--- config.mk ---
export PLATFORM = sky130hd
export DESIGN_NAME = lcd_spi_tx
export DESIGN_NICKNAME = d
export VERILOG_FILES = /design/src/rtl/lcd_spi_tx_pkg.sv /design/src/rtl/lcd_spi_tick.sv /design/src/rtl/lcd_spi_tx.sv
export SDC_FILE = /design/constraint.sdc
export NUM_CORES = 1
export LEC_CHECK = 0
export ABC_AREA = 0
export ABC_CLOCK_PERIOD_IN_PS = 2330
export BUFFER_PORTS_ARGS = -buffer_cell sky130_fd_sc_hd__clkbuf_2
export CAP_MARGIN = 15
export CORE_MARGIN = 3
export CORE_UTILIZATION = 43
export CTS_CLUSTER_SIZE = 28
export DETAILED_ROUTE_END_ITERATION = 12
export PLACE_DENSITY = 0.66
export SETUP_SLACK_MARGIN = 0.2
export SKIP_LAST_GASP = 1
export SLEW_MARGIN = 40
export SYNTH_ARGS = -nofsm -noshare
export SYNTH_HDL_FRONTEND = slang
export SYNTH_SLANG_ARGS = --single-unit
--- constraint.sdc ---
create_clock -name clk -period 2.33 [get_ports clk]
set_input_delay 0.466 -clock clk [delete_from_list [all_inputs] [get_ports clk]]
set_output_delay 0.466 -clock clk [all_outputs]
set_load 0.02 [all_outputs]
--- src/rtl/lcd_spi_tx_pkg.sv ---
// lcd_spi_tx_pkg: command codes, LCD opcodes and FSM encoding shared by the SPI
// transmitter and the draw controller.
package lcd_spi_tx_pkg;
   localparam logic [1:0] SPI_CMD_COMMAND = 2'b01;
   localparam logic [1:0] SPI_CMD_DATA    = 2'b10;
   localparam logic [7:0] CASET = 8'h2A;
   localparam logic [7:0] RASET = 8'h2B;
   localparam logic [7:0] RAMWR = 8'h2C;
   typedef enum logic [1:0] {ST_IDLE, ST_SETUP, ST_SHIFT, ST_HOLD} spi_state_t;
   function automatic logic cmd_legal(input logic [1:0] cmd);
      return cmd == SPI_CMD_COMMAND || cmd == SPI_CMD_DATA;
   endfunction
endpackage

--- src/rtl/lcd_spi_tick.sv ---
// lcd_spi_tick: HALF_DIV down-counter giving a one-cycle half-period tick.
// A load restarts the count; the first period after a load is one cycle longer.
module lcd_spi_tick #(
   parameter int HALF_DIV = 2
) (
   input  logic clk,
   input  logic reset_n,
   input  logic load,
   input  logic en,
   output logic tick
);
   localparam int W = $clog2(HALF_DIV + 1);
   logic [W-1:0] cnt;
   assign tick = en && cnt == '0;
   always_ff @(posedge clk or negedge reset_n)
      if (!reset_n) cnt <= '0;
      else if (load) cnt <= W'(HALF_DIV);
      else if (tick) cnt <= W'(HALF_DIV - 1);
      else if (en) cnt <= cnt - W'(1);
endmodule

--- src/rtl/lcd_spi_tx.sv ---
// lcd_spi_tx: byte-wide SPI mode-0 transmitter for an LCD panel with D/C line,
// per-byte CS framing and a ready/done handshake.
module lcd_spi_tx
   import lcd_spi_tx_pkg::*;
#(
   parameter int HALF_DIV = 2
) (
   input  logic       clk,
   input  logic       reset_n,
   input  logic       spi_start,
   input  logic [7:0] spi_data,
   input  logic [1:0] spi_cmd,
   output logic       spi_ready,
   output logic       tx_done,
   output logic       cmd_err,
   output logic       lcd_sclk,
   output logic       lcd_mosi,
   output logic       lcd_cs_n,
   output logic       lcd_dc
);
   spi_state_t state, state_nxt;
   logic [6:0] shreg, shreg_nxt;
   logic [3:0] bit_cnt, bit_nxt;
   logic sclk_nxt, mosi_nxt, cs_nxt, dc_nxt, ready_nxt, done_nxt, err_nxt;
   logic load, tick;

   lcd_spi_tick #(.HALF_DIV(HALF_DIV)) u_tick (
      .clk(clk), .reset_n(reset_n), .load(load), .en(state != ST_IDLE), .tick(tick)
   );

   always_comb begin
      state_nxt = state;
      shreg_nxt = shreg;
      bit_nxt = bit_cnt;
      sclk_nxt = lcd_sclk;
      mosi_nxt = lcd_mosi;
      cs_nxt = lcd_cs_n;
      dc_nxt = lcd_dc;
      ready_nxt = spi_ready;
      done_nxt = 1'b0;
      err_nxt = 1'b0;
      load = 1'b0;
      case (state)
         ST_IDLE:
            if (spi_start && cmd_legal(spi_cmd)) begin
               state_nxt = ST_SETUP;
               shreg_nxt = spi_data[6:0];
               mosi_nxt = spi_data[7];
               dc_nxt = spi_cmd[1];
               bit_nxt = '0;
               cs_nxt = 1'b0;
               ready_nxt = 1'b0;
               load = 1'b1;
            end else err_nxt = spi_start;
         ST_SETUP: state_nxt = tick ? ST_SHIFT : ST_SETUP;
         ST_SHIFT:
            if (tick) begin
               sclk_nxt = ~lcd_sclk;
               bit_nxt = bit_cnt + 4'd1;
               // the 16th edge is the last falling edge: no bits left to present
               if (bit_cnt == 4'd15) state_nxt = ST_HOLD;
               else if (lcd_sclk) begin
                  mosi_nxt = shreg[6];
                  shreg_nxt = {shreg[5:0], 1'b0};
               end
            end
         ST_HOLD:
            if (tick) begin
               state_nxt = ST_IDLE;
               cs_nxt = 1'b1;
               mosi_nxt = 1'b0;
               ready_nxt = 1'b1;
               done_nxt = 1'b1;
            end
         default: state_nxt = ST_IDLE;
      endcase
   end

   always_ff @(posedge clk or negedge reset_n)
      if (!reset_n) begin
         state <= ST_IDLE;
         shreg <= '0;
         bit_cnt <= '0;
         lcd_sclk <= 1'b0;
         lcd_mosi <= 1'b0;
         lcd_cs_n <= 1'b1;
         lcd_dc <= 1'b0;
         spi_ready <= 1'b1;
         tx_done <= 1'b0;
         cmd_err <= 1'b0;
      end else begin
         state <= state_nxt;
         shreg <= shreg_nxt;
         bit_cnt <= bit_nxt;
         lcd_sclk <= sclk_nxt;
         lcd_mosi <= mosi_nxt;
         lcd_cs_n <= cs_nxt;
         lcd_dc <= dc_nxt;
         spi_ready <= ready_nxt;
         tx_done <= done_nxt;
         cmd_err <= err_nxt;
      end
endmodule

==> results.toml <==
[cells_and_area]
nNetsFinal = 125
design_area_sq_um = 1150
layout.cells.non_filler = 137
antenna_cells = 0
fillCellCount = 191
area_growth_pct = 14.5
multi_input_comb_area_sq_um = 450
seq_area_sq_um = 527
drive_above_1_share = 0.391

[placement]
placed_cells = 133
hpwl_mm = 1.33
gp_congestion = 0.680
dp_slack_ns = 0.480
place_area_sq_um = 1120
io_buffers = 19

[synth]
synth-async-reset-ratio = 1.00
synth_nets = 103
synth_seq_cells = 21
synth.distinct_cells = 26
syn_area_sq_um = 1010
synthCells = 89
synth_enable_flop_cells = 0
ys_seq_area_frac = 0.522
synth.most_common_cell = "dfrtp_1"
synth.area.top_cells = "dfrtp_1, mux2_2, nand2_1, nand3_1, o21ai_0"
yosys_most_used_dff = "dfrtp_1"
avgSynthCellArea_sq_um = 11.3
yosysWarnings = 0
synth_top_area_frac = 0.496
synth_top_area_cell = "dfrtp_1"
synthTopCellsByCount = "dfrtp_1, mux2_2, nand2_1, nand3_1, o21ai_0"

[critical_path]
endpoint = "shreg[1]$_DFFE_PN0P_"
cp.arrival_ns = 1.98
path_max_fanout = 13
worstReg2RegEnd = "shreg[1]$_DFFE_PN0P_"
worstSetupStartpointType = "register"
critical_path_required_ns = 2.54
r2r_cells = 4
r2r_slack_ns = 0.56
crit_type = "register to register"
critPathCaptureType = "register"

[sta]
rsz0062_at_grt = "no"
slew_violations = 0
hold_viol_final = 0
setup_tns_ns = 0
period_needed_ns = 1.77
finalClockSkew_ns = 0.00900
max_freq_ghz = 0.566
period_share = 0.758
fin_ws_ns = 0.563
slew-limit-headroom = 0.650
setup_viol = 0
worstMarginPinSlew_ns = 0.526

[drt]
drcViolationCount = 0
dr.pass1.iters = 4
antenna_left = 0
wl_mm = 1.74
wl_per_cell_um = 12.7
viasPerCell = 5.15
vias = 706
drt-initial-drc-count = 7

[die]
die_h_um = 54.4
die_w_um = 54.4
start_util = 0.484
fp.dieArea_sq_um = 2960
io_pins = 20
coreArea_sq_um = 2080
fp-row-count = 16

[clock_network]
clkTransAtPathRegs_ns = 0.12
postCtsHoldBufs = 0
cts_setup_buffers = 0
cts_buffers = 3
cts_resized = 0
insertion_delay_ns = 0.31
clock_path_buffers = 2
htreeDepth = 1
clock_sinks = 21
cts_tree = "yes"
cts_root_buf = "clkbuf_4"

[global_route]
antenna_found_initial = 0
grt_overflow = 0
grt_pass1_vias = 770
grt_max_degree = 22
grtUsageTotal = 0.158
grt_first_pass_wirelength_mm = 3.24

[worst_hold_path]
hold_path_class = "input pin to asynchronous set/reset pin"

[status]
outcome = "finished clean"

[job]
max_cap_viol_count = 0

[power]
power_leakage_nw = 0.537
peakVddDrop_uv = 617
power_density_nw_per_um2 = 1300
[registers in the layout, summed over array words and instances, names as in the netlist, named ones only]
| name | flops |
|---|---|
| bit_cnt | 4 |
| cmd_err | 1 |
| lcd_cs_n | 1 |
| lcd_dc | 1 |
| lcd_mosi | 1 |
| lcd_sclk | 1 |
| shreg | 7 |
| state | 1 |
| tx_done | 1 |
| u_tick.cnt | 2 |
[kinds of logic (layout without fill, tap and decap cells)]
kind of cell    count (synthesis)  after routing  share of synthesized area
mux                            13             13                      0.145
fa+ha+maj                       1              1                     0.0124
compound gates                 15             15                      0.102
flops                          21             21                      0.522
simple gates                   28             28                      0.145
xor+xnor                        4              4                     0.0422
buf+inv                         7             28                     0.0310
[cell type report]
cell class                      count  area share
Sequential cell                    21       0.456
Tap cell                           27      0.0293
Multi-Input combinational cell     61       0.390
Timing Repair Buffer               19      0.0823
Clock inverter                      1     0.00650
Clock buffer                        3      0.0195
Inverter                            5      0.0163
[metrics by stage]
stage           util  power, mW  hold WS, ns
3_3_place_gp   0.540       1.32        0.464
5_1_grt        0.555       1.66        0.104
2_1_floorplan      -       1.19        0.170
3_5_place_dp   0.540       1.34        0.463
6_report       0.555       1.50        0.101
4_1_cts        0.555       1.52        0.108
[where the power goes]
part / total [mW] / leakage (nW) / switching, mW / internal [mW]
clock network: 0.182 / 0.0139 / 0.117 / 0.0656
registers: 0.666 / 0.260 / 0.128 / 0.537
logic: 0.655 / 0.262 / 0.340 / 0.315
[cell usage in the layout, fill, tap and decap left out, types with 2 or more instances in the layout]
master / netlist / final
a21oi_1: 3 / 3
a31oi_1: 2 / 2
clkbuf_2: 0 / 19
clkbuf_4: 0 / 3
dfrtp_1: 20 / 20
inv_1: 5 / 5
mux2_2: 13 / 13
nand2_1: 11 / 11
nand3_1: 7 / 7
nor2_1: 3 / 3
o21ai_0: 6 / 6
or3_1: 2 / 2
xnor2_1: 2 / 2
[worst max-delay path, stage by stage (launching register included)]
cell	delay, ns
dfrtp_1	0.49
nor2b_4	0.39
nand2_1	0.15
a22oi_4	0.26
mux2_2	0.37
[worst min-delay path by stage]
stage	start	endpoint	slack (ns)	cells past startpoint
final	reset_n	shreg[1]$_DFFE_PN0P_	0.10	1
after global routing	reset_n	shreg[1]$_DFFE_PN0P_	0.10	1
after CTS	reset_n	shreg[0]$_DFFE_PN0P_	0.11	1
after detailed placement	lcd_cs_n$_DFFE_PN1P_	lcd_cs_n$_DFFE_PN1P_	0.46	2
after global placement	reset_n	lcd_sclk$_DFFE_PN0P_	0.46	1
after floorplan	reset_n	asynchronous set/reset pin	0.17	0
[routing by layer]
metal  global-route usage  share of wire  wire [um]  vias to the layer above
li1                     -              -          -                      352
met1                0.175           0.43        750                      340
met2                0.267           0.51        890                       12
met3               0.0572          0.044         76                        2
met4               0.0747          0.013         23                        0
met5                    0              0          0                        -
Note: power is estimated with default switching activity, not from simulation.
